==> src/rtl/jt900h_bus.sv <==
// Memory bridge for the jt900h core: decodes each bus cycle to I/O, work RAM
// or ROM and paces the core with a one-clk cpu_cen per completed access.
module jt900h_bus #(
  parameter logic [23:0] RAM_BASE = 24'h004000,
  parameter int          RAM_AW   = 14,
  parameter int          TIMEOUT  = 255
)(
  input  logic              rst,
  input  logic              clk,
  input  logic              cen_in,
  output logic              cpu_cen,
  input  logic [23:0]       cpu_addr,
  input  logic [15:0]       cpu_din,
  input  logic [1:0]        cpu_we,
  output logic [15:0]       cpu_dout,
  output logic [RAM_AW-2:0] ram_addr,
  output logic [15:0]       ram_din,
  output logic [1:0]        ram_we,
  input  logic [15:0]       ram_dout,
  output logic [22:0]       rom_addr,
  output logic              rom_cs,
  input  logic [15:0]       rom_data,
  input  logic              rom_ok,
  output logic [7:0]        io_addr,
  output logic [15:0]       io_din,
  output logic [1:0]        io_we,
  output logic              io_cs,
  input  logic [15:0]       io_dout,
  output logic              bus_err
);

  localparam int WW = $clog2(TIMEOUT + 1);

  typedef enum logic [2:0] {IDLE, IO, RAM0, RAM1, ROM, ACK} state_t;

  state_t        st;
  logic [1:0]    we_l;
  logic [WW-1:0] wait_cnt;
  logic          ram_hit;
  logic          rom_limit;

  assign ram_hit   = cpu_addr[23:RAM_AW] == RAM_BASE[23:RAM_AW];
  assign rom_limit = wait_cnt == WW'(TIMEOUT - 1);

  // Strobes are registered on entry to each state so they are valid for the
  // whole clk the state lasts; cpu_cen is set on the edge that enters ACK.
  always_ff @(posedge clk) begin
    if (rst) begin
      st       <= IDLE;
      we_l     <= 2'b00;
      wait_cnt <= '0;
      cpu_cen  <= 1'b0;
      cpu_dout <= 16'h0000;
      ram_addr <= '0;
      ram_din  <= 16'h0000;
      ram_we   <= 2'b00;
      rom_addr <= 23'h0;
      rom_cs   <= 1'b0;
      io_addr  <= 8'h00;
      io_din   <= 16'h0000;
      io_we    <= 2'b00;
      io_cs    <= 1'b0;
      bus_err  <= 1'b0;
    end else begin
      cpu_cen <= 1'b0;
      case (st)
        IDLE: begin
          if (cen_in) begin
            we_l <= cpu_we;
            if (cpu_addr[23:8] == 16'h0000) begin
              st      <= IO;
              io_cs   <= 1'b1;
              io_addr <= cpu_addr[7:0];
              io_din  <= cpu_din;
              io_we   <= cpu_we;
            end else if (ram_hit) begin
              st       <= RAM0;
              ram_addr <= cpu_addr[RAM_AW-1:1];
              ram_din  <= cpu_din;
              ram_we   <= cpu_we;
            end else begin
              // ROM writes still spend one clk here but never raise rom_cs
              st       <= ROM;
              rom_addr <= cpu_addr[23:1];
              rom_cs   <= cpu_we == 2'b00;
              wait_cnt <= '0;
            end
          end
        end
        IO: begin
          io_cs <= 1'b0;
          io_we <= 2'b00;
          if (we_l == 2'b00) cpu_dout <= io_dout;
          st      <= ACK;
          cpu_cen <= 1'b1;
        end
        RAM0: begin
          ram_we <= 2'b00;
          st     <= RAM1;
        end
        RAM1: begin
          if (we_l == 2'b00) cpu_dout <= ram_dout;
          st      <= ACK;
          cpu_cen <= 1'b1;
        end
        ROM: begin
          wait_cnt <= wait_cnt + WW'(1);
          if (we_l != 2'b00) begin
            st      <= ACK;
            cpu_cen <= 1'b1;
          end else if (wait_cnt != '0 && rom_ok) begin
            // ok seen in the first ROM clk may be left over from a prior access
            cpu_dout <= rom_data;
            rom_cs   <= 1'b0;
            st       <= ACK;
            cpu_cen  <= 1'b1;
          end else if (rom_limit) begin
            cpu_dout <= 16'hFFFF;
            bus_err  <= 1'b1;
            rom_cs   <= 1'b0;
            st       <= ACK;
            cpu_cen  <= 1'b1;
          end
        end
        ACK:     st <= IDLE;
        default: st <= IDLE;
      endcase
    end
  end

endmodule

==> config.mk <==
export PLATFORM = sky130hd
export DESIGN_NAME = jt900h_bus
export DESIGN_NICKNAME = d
export VERILOG_FILES = /design/src/rtl/jt900h_bus.sv
export SDC_FILE = /design/constraint.sdc
export NUM_CORES = 1
export LEC_CHECK = 0
export BUFFER_PORTS_ARGS = -buffer_cell sky130_fd_sc_hd__buf_2
export CORE_MARGIN = 2
export CORE_UTILIZATION = 51
export DETAILED_ROUTE_END_ITERATION = 7
export PLACE_DENSITY_LB_ADDON = 0.05
export RECOVER_POWER = 25
export SLEW_MARGIN = 10
export SYNTH_ARGS = -nofsm -noshare
export SYNTH_HDL_FRONTEND = slang
export SYNTH_SLANG_ARGS = --single-unit
==> constraint.sdc <==
create_clock -name clk -period 3.2 [get_ports clk]
set_clock_uncertainty 0.1 [all_clocks]
set_input_delay 0.16 -clock clk [delete_from_list [all_inputs] [get_ports clk]]
set_output_delay 0.16 -clock clk [all_outputs]
set_load 0.02 [all_outputs]
==> results.json <==
{
  "multiInputGateArea_um2": 2047,
  "synth_cell_types": 49,
  "clkLatencyLatePin_ns": 0.50,
  "nets": 882,
  "die_height_um": 98.67,
  "synth-warning-count": 0,
  "hold_viol": 0,
  "synth_top_area_share_pct": 49.49,
  "yosysTopAreaCell": "dfxtp_1",
  "worst_pin_slew_ns": 0.8036,
  "cts_buffers": 17,
  "powerDensity_nw_per_um2": 572.8,
  "dr.pass1.iters": 5,
  "gp_congestion": 0.8052,
  "ys_seq_area_share_pct": 49.49,
  "place_inst": 816,
  "diodes": 0,
  "post-route-min-period_ns": 2.371,
  "routed_wl_um": 13730,
  "grt_start_max_net_pins": 62,
  "htree_levels": 4,
  "syn_to_final_growth_pct": 46.62,
  "postRouteAntennaNets": 0,
  "fp.dieW_um": 98.67,
  "arrival_ns": 2.65,
  "clockRootBuffer": "clkbuf_8",
  "crit_type": "in2reg",
  "rsz0062_at_grt": "no",
  "syn_nets": 637,
  "outcome": "finished clean",
  "rows": 34,
  "drt_iter0_drc": 242,
  "antenna_found_initial": 0,
  "cp.required_ns": 3.48,
  "avgSynthCellArea_um2": 8.464,
  "reg2reg_setup_slack_ns": 0.98,
  "synth_enable_flop_cells": 0,
  "synthCells": 540,
  "max_freq_ghz": 0.4218,
  "syn_area_um2": 4571,
  "grt_pass1_vias": 4656,
  "crit_path_start": "cpu_addr[10]",
  "vdd_drop_max_mv": 0.4469,
  "cts_resized": 0,
  "drive_above_1_share_pct": 24.44,
  "start_util_pct": 52.41,
  "maxCapViolCount": 0,
  "crit_path_end_kind": "register",
  "core_area_um2": 8721,
  "viasPerCell": 5.312,
  "io_pins": 194,
  "ys_ff_latch": 113,
  "cts_tree": "built",
  "worstReg2RegEnd": "cpu_dout[11]",
  "setup_violations": 0,
  "synth_area_leaders": "dfxtp_1 (49%), nand2_1 (10%), a21oi_1 (9.3%), mux2i_1 (5.0%), a221oi_1 (3.1%)",
  "max_slew_margin_pct": 46.29,
  "synth_commonest_cells": "nand2_1 (123), dfxtp_1 (113), a21oi_1 (85)",
  "drc_errors": 0,
  "fin_crit_sh_pct": 74.09,
  "port_buffers": 193,
  "endpoint": "rom_cs",
  "cts_buffer_depth": 2,
  "via_count": 4813,
  "start_kind": "input port",
  "grt_first_pass_wirelength_um": 21910,
  "clkSinkCount": 113,
  "synth_ff_type": "dfxtp_1",
  "yosysMostFrequentCell": "nand2_1",
  "fin_hold_ws_ns": 0.04450,
  "maxSlewViolCount": 0,
  "async_flop_share_pct": 0,
  "worst-r2r-cell-count": 7,
  "grt_usage_pct": 27.82,
  "dp_hpwl_um": 8779,
  "die_area_um2": 9735,
  "path_max_fanout": 17,
  "grt-ovfl-total": 0,
  "drt-wirelength-per-cell_um": 15.16,
  "p_leak_nw": 2.864,
  "setup_tns_ns": 0,
  "clkTransAtPathRegs_ns": 0.05,
  "worstHoldPathType": "in2reg",
  "fill_cells": 645,
  "layout.cells.non_filler": 906,
  "seq_area_um2": 2262,
  "r2r_start": "st[0]"
}
==> final cells by class <==
cell class / count / area share, %
Clock inverter: 14 / 2.689
Sequential cell: 113 / 33.76
Timing Repair Buffer: 262 / 23.36
Inverter: 25 / 1.400
Multi-Input combinational cell: 366 / 30.55
Tap cell: 108 / 2.016
Clock buffer: 18 / 6.236
==> state kept, by name, summed over array words and instances (netlist names) <==
signal / flops
bus_err: 1
st: 3
wait_cnt: 8
io_din: 16
io_cs: 1
rom_addr: 23
io_addr: 8
cpu_cen: 1
ram_we: 2
cpu_dout: 16
ram_addr: 13
rom_cs: 1
ram_din: 16
io_we: 2
we_l: 2
==> worst min path at each step <==
stage	from	end	slack [ns]	depth (start not counted)
6_report	cen_in	st[0]	0.04	4
3_3_place_gp	cpu_addr[0]	io_addr[0]	0.30	3
3_5_place_dp	cpu_din[1]	io_din[1]	0.32	3
2_1_floorplan	cpu_we[0]	we_l[0]	0.20	2
4_1_cts	cen_in	st[0]	0.01	4
5_1_grt	cen_in	st[0]	0.05	4
==> through the flow <==
stage	utilization [%]	instance area (um2)	total power [W]	setup WS, ns
4_1_cts	77.60	6768	0.003868	0.8653
6_report	76.84	6701	0.003838	0.8291
5_1_grt	76.84	6701	0.003977	0.5747
3_5_place_dp	64.09	5589	0.001944	0.8858
2_1_floorplan	-	4571	0.001783	1.170
3_3_place_gp	64.09	5589	0.001934	0.9452
==> power by group <==
part | switching, W | leakage, nW | internal [W]
Combinational | 0.000265 | 1.67 | 0.000213
Sequential | 0.0000326 | 0.916 | 0.00146
Clock | 0.000671 | 0.280 | 0.00120
Total | 0.000969 | 2.86 | 0.00287
==> cells by family after synthesis <==
kind of cell,count (synthesis),share of synthesized area (%)
AO/OA/AOI/OAI,142,19.98
XOR/XNOR,1,0.1917
adder cells (fa/ha/maj),3,0.8213
buffers and inverters,61,5.721
flip-flops,113,49.49
multiplexers,23,5.037
AND/OR/NAND/NOR,197,18.75
==> placed cells by master (no fill, tap or decap), types with 9 or more instances in the layout <==
cell type and instances:
a21oi_1 85, a221oi_1 16, a22o_1 16, buf_2 139
buf_4 12, clkbuf_1 54, clkbuf_16 16, dfxtp_1 113
dlygate4sd3_1 58, inv_1 25, mux2i_1 23, nand2_1 123
nand3_1 9, nor2_1 36
==> per-layer routing <==
metal | global-route usage (%) | part of all wire (%) | vias up
met1 | 32.19 | 41 | 2256
met5 | 0 | 0 | -
met3 | 7.092 | 6.6 | 16
met2 | 49.56 | 51 | 182
li1 | - | - | 2359
met4 | 10.33 | 1.4 | 0
==> critical path, stage by stage <==
cell and delay [ns]:
dlygate4sd3_1 0.54, buf_2 0.14, or4_4 0.55, o2111a_1 0.30, a311oi_4 0.61, nor2_1 0.11, a211o_1 0.24
==> what timing repair did <==
| item | in CTS | in global routing |
|---|---|---|
| endpoints found under the setup margin | 0 | 0 |
| hold buffers | 58 | 0 |
| hold endpoints to repair | 98 | 0 |
| buffers inserted | 0 | 0 |
Power figures use the tool's default switching activity.
